## config.mk

```make
export PLATFORM = sky130hd
export DESIGN_NAME = pipeline_ctrl
export DESIGN_NICKNAME = d
export VERILOG_FILES = /design/src/rtl/ctrl_types.sv /design/src/rtl/hazard_detect.sv /design/src/rtl/pipeline_ctrl.sv
export SDC_FILE = /design/constraint.sdc
export NUM_CORES = 1
export LEC_CHECK = 0
export ABC_AREA = 1
export CORE_MARGIN = 2
export CORE_UTILIZATION = 56
export DETAILED_ROUTE_END_ITERATION = 6
export PLACE_DENSITY = 0.87
export SLEW_MARGIN = 10
export SYNTH_ARGS = -nofsm -noshare
export SYNTH_HDL_FRONTEND = slang
export SYNTH_SLANG_ARGS = --single-unit
```

## constraint.sdc

```tcl
create_clock -name clk -period 5.3 [get_ports clk]
set_clock_uncertainty 0.1 [all_clocks]
set_input_delay 1.325 -clock clk [delete_from_list [all_inputs] [get_ports clk]]
set_output_delay 1.325 -clock clk [all_outputs]
set_load 0.02 [all_outputs]
```

## src/rtl/ctrl_types.sv

```systemverilog
// Shared types and constants for the pipeline control slice.
package ctrl_types;

    localparam int CNT_W = 32;

    typedef enum logic {
        RUN,
        WAIT_I_DDONE
    } pipe_state_e;

endpackage

```

## src/rtl/hazard_detect.sv

```systemverilog
// Combinational load-use comparator: a load in EX whose destination feeds ID.
module hazard_detect (
    input  logic       idex_mem_read,
    input  logic [4:0] idex_rd,
    input  logic [4:0] ifid_rs1,
    input  logic [4:0] ifid_rs2,
    output logic       load_use
);

    // x0 never carries a real dependency, so a load to it cannot cause a hazard
    assign load_use = idex_mem_read && (idex_rd != 5'd0) &&
                      ((idex_rd == ifid_rs1) || (idex_rd == ifid_rs2));

endmodule

```

## src/rtl/pipeline_ctrl.sv

```systemverilog
// Pipeline stall/flush controller: memory stalls, branch flushes, load-use bubbles
// and stall/flush performance counters.
module pipeline_ctrl
    import ctrl_types::*;
(
    input  logic             clk,
    input  logic             rst,
    input  logic             imem_read,
    input  logic             imem_resp,
    input  logic             dmem_read,
    input  logic             dmem_write,
    input  logic             dmem_resp,
    input  logic             idex_mem_read,
    input  logic [4:0]       idex_rd,
    input  logic [4:0]       ifid_rs1,
    input  logic [4:0]       ifid_rs2,
    input  logic             ex_br_taken,
    output logic             pc_load,
    output logic             ifid_load,
    output logic             ifid_rst,
    output logic             idex_load,
    output logic             idex_rst,
    output logic             exmem_load,
    output logic             exmem_rst,
    output logic             memwb_load,
    output logic             memwb_rst,
    output logic             dmem_mask,
    output logic             rdata_hold_load,
    output logic [CNT_W-1:0] stall_cnt,
    output logic [CNT_W-1:0] flush_cnt
);

    pipe_state_e state, next_state;
    logic dmem_access, i_stall, d_stall, mem_stall, load_use, flush;

    hazard_detect u_hazard_detect (
        .idex_mem_read (idex_mem_read),
        .idex_rd       (idex_rd),
        .ifid_rs1      (ifid_rs1),
        .ifid_rs2      (ifid_rs2),
        .load_use      (load_use)
    );

    // Once the data side finished while fetch is still waiting, mask the data
    // access so it is not re-issued and its early response is not waited on again.
    assign dmem_access     = dmem_read | dmem_write;
    assign dmem_mask       = rst & (state == WAIT_I_DDONE);
    assign i_stall         = imem_read & ~imem_resp;
    assign d_stall         = dmem_access & ~dmem_resp & ~dmem_mask;
    assign mem_stall       = i_stall | d_stall | ((state == WAIT_I_DDONE) & ~imem_resp);
    assign rdata_hold_load = rst & (state == RUN) & i_stall & dmem_resp & dmem_access;
    assign flush           = ~mem_stall & ex_br_taken;

    always_ff @(posedge clk or negedge rst) begin
        if (!rst) begin
            state <= RUN;
        end else begin
            state <= next_state;
        end
    end

    always_comb begin
        next_state = state;
        case (state)
            RUN:          if (i_stall && dmem_resp && dmem_access) next_state = WAIT_I_DDONE;
            WAIT_I_DDONE: if (imem_resp) next_state = RUN;
            default:      next_state = RUN;
        endcase
    end

    always_comb begin
        pc_load    = 1'b0;
        ifid_load  = 1'b0;
        idex_load  = 1'b0;
        exmem_load = 1'b0;
        memwb_load = 1'b0;
        ifid_rst   = 1'b1;
        idex_rst   = 1'b1;
        exmem_rst  = 1'b1;
        memwb_rst  = 1'b1;
        if (rst) begin
            ifid_rst  = 1'b0;
            idex_rst  = 1'b0;
            exmem_rst = 1'b0;
            memwb_rst = 1'b0;
            if (mem_stall) begin
                pc_load = 1'b0;
            end else if (ex_br_taken) begin
                pc_load    = 1'b1;
                ifid_load  = 1'b1;
                idex_load  = 1'b1;
                exmem_load = 1'b1;
                memwb_load = 1'b1;
                ifid_rst   = 1'b1;
                idex_rst   = 1'b1;
            end else if (load_use) begin
                idex_load  = 1'b1;
                idex_rst   = 1'b1;
                exmem_load = 1'b1;
                memwb_load = 1'b1;
            end else begin
                pc_load    = 1'b1;
                ifid_load  = 1'b1;
                idex_load  = 1'b1;
                exmem_load = 1'b1;
                memwb_load = 1'b1;
            end
        end
    end

    always_ff @(posedge clk or negedge rst) begin
        if (!rst) begin
            stall_cnt <= '0;
            flush_cnt <= '0;
        end else begin
            if (!pc_load) stall_cnt <= stall_cnt + 1'b1;
            if (flush)    flush_cnt <= flush_cnt + 1'b1;
        end
    end

endmodule

```

### After elaboration in Yosys (flattened, before gate mapping)

Index checks and enable logic that the tools add are counted.
W data, S select, Z words.

| storage, ports and cells | value |
|---|---|
| flip-flop bits (word level) | 65 |

| operators by class | value |
|---|---|
| add/subtract/negate cells | 2 |
| equality and inequality tests | 2 |
| mux-type cells | 17 |
| bitwise operators | 18 |
| reduce and logical (&&, ||, !) cells | 6 |

Operators by type and width:

| operator | count |
|---|---|
| $add A32 B1 Y32 const B | 2 |
| $mux W1 | 16 |
| $and A1 B1 Y1 | 10 |
| $eq A5 B5 Y1 | 2 |
| $not A1 Y1 | 5 |
| $reduce_bool A5 Y1 | 1 |
| $logic_and A1 B1 Y1 | 4 |
| $or A1 B1 Y1 | 3 |
| $pmux W1 S2 | 1 |
| $logic_or A1 B1 Y1 | 1 |

### Longest topological paths before layout

| depth | value |
|---|---|
| depth in word-level cells | 7 |
| depth in mapped cells | 11 |
| depth with buffers taken out | 11 |

### By module

Synthesis repeated with hierarchy kept, for this count alone.

| unflattened totals | value |
|---|---|
| cells, all modules | 560 |
| area total of the unflattened synthesis | 3915.0 um2 |

Modules (own cells, without submodules):

| module | times used | cells each | area each (um2) | sequential area each (um2) |
|---|---|---|---|---|
| pipeline_ctrl | 1 | 515 | 3719.8 | 1626.6 |
| hazard_detect | 1 | 45 | 195.2 | 0.0 |

### Worst setup path before layout

OpenSTA, ideal clock, no wires.

| timing | value |
|---|---|
| path kind | input-to-output |
| start | input imem_read |
| end | output pc_load |
| arrival | 2347 ps |
| required time | 3875 ps |
| slack | 1528 ps |
| stages | 7 |
| path buffers | 2 |
| path through | o21ai_2 > nand2_1 > nor2_4 > nand2_2 > buf_6 > inv_1 > buf_4 |

| between the ends | value |
|---|---|
| cells in the longest elaborated chain, start to end | 5 |

Ends and longest elaborated chain:

| what | line | RTL |
|---|---|---|
| start, declared | pipeline_ctrl.sv:8 | `input logic imem_read,` |
| $and A1 B1 Y1 | pipeline_ctrl.sv:48 | `assign i_stall = imem_read & ~imem_resp;` |
| $or A1 B1 Y1 (2 in a row) | pipeline_ctrl.sv:50 | `assign mem_stall = i_stall \| d_stall \| ((state == WAIT_I_DDONE) & ~imem_resp);` |
| $mux W1 (2 in a row) | n/a |  |
| end, declared | pipeline_ctrl.sv:18 | `output logic pc_load,` |

Every way passes these cells.

### Worst setup path after layout

| timing | value |
|---|---|
| start | input rst |
| end | output pc_load |

| between the ends | value |
|---|---|
| cells in the longest elaborated chain, start to end | 7 |

Ends and longest elaborated chain:

| what | line | RTL |
|---|---|---|
| start, declared | pipeline_ctrl.sv:7 | `input logic rst,` |
| $and A1 B1 Y1 | pipeline_ctrl.sv:47 | `assign dmem_mask = rst & (state == WAIT_I_DDONE);` |
| $not A1 Y1 | pipeline_ctrl.sv:49 | `assign d_stall = dmem_access & ~dmem_resp & ~dmem_mask;` |
| $and A1 B1 Y1 | pipeline_ctrl.sv:49 |  |
| $or A1 B1 Y1 (2 in a row) | pipeline_ctrl.sv:50 |  |
| $mux W1 | pipeline_ctrl.sv:86 | `if (mem_stall) begin` |
| $mux W1 (*) | pipeline_ctrl.sv:81 | `if (rst) begin` |

Mark *: on every way between the ends. The rest lies on a longest branch, timed or not.

==> results.ini <==
[layout]
stdcell_count=877
final_common_cell=nand2_1
fin_area_um2=5740
fin_nets=796
insertedDiodeCount=0
layout_common_cells=nand2_1, clkdlybuf4s50_1, nor2_1
final_layout_size_suffix_gt1_frac=0.0645
final_util=0.742
nFillCells=611
area_delta_synth_final_pct=28.1

[timing]
fin_crit_sh=0.861
finalMaxSlewViolations=0
clock.fmax_mhz=219
hold_viol=0
slew_headroom=0.581
min_period_ns=4.56
finalSetupTns_ns=0
final-setup-viol-count=0
whs_ns=0.424
worstMarginPinSlew_ns=0.629
grt_setup_unrepaired=false
fin_ws_ns=0.736

[floorplanning]
start_util=0.580
core_um2=7730
die_w_um=93.4
die_area_um2=8730
io_pins=99
num_rows=32
die_y_um=93.4

[route]
wl_per_cell_um=14.0
dr.first_iter.drc_count=272
wl_mm=12.3
vias=4658
drc=0
first_pass_iters=5
vias_per_cell=5.31
antenna_left=0

[cts]
clk_latency_ns=0.36
cts_resized=0
htreeDepth=3
cts_tree=built
cts_buffers=9
cts-hold-fix-buffers=0
cts-root-buf=clkbuf_8
cts.sinks=65
post_cts_buffers=0
cts.clk_slew.worst_paths_ns=0.07
cts_buffer_depth=2

[power]
p_leak_nw=2.71
p_per_area_nw_per_um2=269
p_total_mw=1.54
peakVddDrop_uv=306

[global_routing]
grt_pass1_vias=4359
grt_pass1_wl_mm=20.5
antenna_found_initial=0
grt_usage=0.296
grt-ovfl-total=0
grt_max_degree=51

[worst_hold_path]
hold_path_class=flop to flop

[worst_setup_path]
start_kind=input port
critPathSlowestCell=clkdlybuf4s50_1
endpoint_kind=output port
cpMostUsedCell=nand2_1
cpPeakStageDelay_ns=0.60
critPathMaxFanout=19
path_cells=buf_2 -> nand2_1 -> nand3_2 -> nand2_1 -> nor2_4 -> nand2_2 -> inv_1 -> clkdlybuf4s50_1
crit_arrival_ns=3.14
worst-setup-path-type=input port to output port
required_ns=3.88

[synthesis]
syn_area_um2=4480
ys_types=28
ys_ff_latch=65
syn-num-nets=698
synth_warnings=0
synthCells=672
avgSynthCellArea_um2=6.66
yosysSeqAreaShare=0.363

[placed_design]
place_congestion=0.947
dp_cells=861
io_buffers=98
placed_area_um2=5510
post-place-ws_ns=0.714
hpwl_mm=9.12

[flow_run]
maxCapViolations=0

[run_status]
outcome=finished, final reports clean

[Yosys cell counts, drive strengths merged]
library cell | number | area [um^2]
nand2 | 279 | 1060
nor2 | 87 | 377
ha | 2 | 25.0
buf | 15 | 104
clkinv | 1 | 5.00
inv | 70 | 263
xor2 | 27 | 236
nor3b | 2 | 15.0
nand3b | 10 | 75.1
o21bai | 1 | 7.51
o21ai | 8 | 43.8
xnor2 | 12 | 105
nor3 | 20 | 121
nand3 | 64 | 353
nand4 | 9 | 56.3
dfrtp | 65 | 1630
[flip-flops by register name (all words and copies together), names as in the netlist]
| name | count |
|---|---|
| flush_cnt | 32 |
| stall_cnt | 32 |
| state | 1 |
[layout make-up]
type	instances	area (um^2)	area share
Sequential cell	65	1630	0.284
Inverter	71	268	0.0467
Timing Repair Buffer	102	1010	0.175
Clock inverter	6	90.1	0.0157
Tap cell	102	128	0.0223
Multi-Input combinational cell	521	2480	0.432
Clock buffer	10	138	0.0240
[worst max-delay path, delay by kind of cell]
kind                   cells  cell delay [ns]
buffers and inverters      3             1.06
and+or+nand+nor            5             0.73
[logic make-up after synthesis]
group,count (synthesis),synth area share
simple gates,471,0.460
buf+inv,86,0.0830
flops,65,0.363
xor+xnor,39,0.0763
compound gates,9,0.0115
fa+ha+maj,2,0.00559
[report_power, final]
group / switching [mW] / internal, mW
registers: 0.0891 / 0.551
logic: 0.232 / 0.179
clock network: 0.215 / 0.279
[final timing paths]
kind,endpoint,startpoint,depth (start not counted),slack (ns)
worst min register to register,flush_cnt[7]$_DFFE_PN0P_,flush_cnt[7]$_DFFE_PN0P_,1,0.42
min in group asynchronous,flush_cnt[1]$_DFFE_PN0P_,rst,1,0.80
worst min-delay path,flush_cnt[7]$_DFFE_PN0P_,flush_cnt[7]$_DFFE_PN0P_,1,0.42
worst max-delay path,pc_load,rst,8,0.74
worst max register to register,flush_cnt[20]$_DFFE_PN0P_,state$_DFF_PN0_,5,3.33
max in group asynchronous,flush_cnt[20]$_DFFE_PN0P_,rst,2,3.30
[layer usage]
metal  GRT usage  wire length [um]  part of all wire  vias up
li1            -                 -                 -     2279
met1       0.406              5400              0.44     2166
met2       0.473              5810              0.47      188
met3      0.0516               829             0.067       25
met4       0.105               263             0.021        0
met5           0                 0                 0        -
Note: power is estimated with default switching activity, not from simulation.
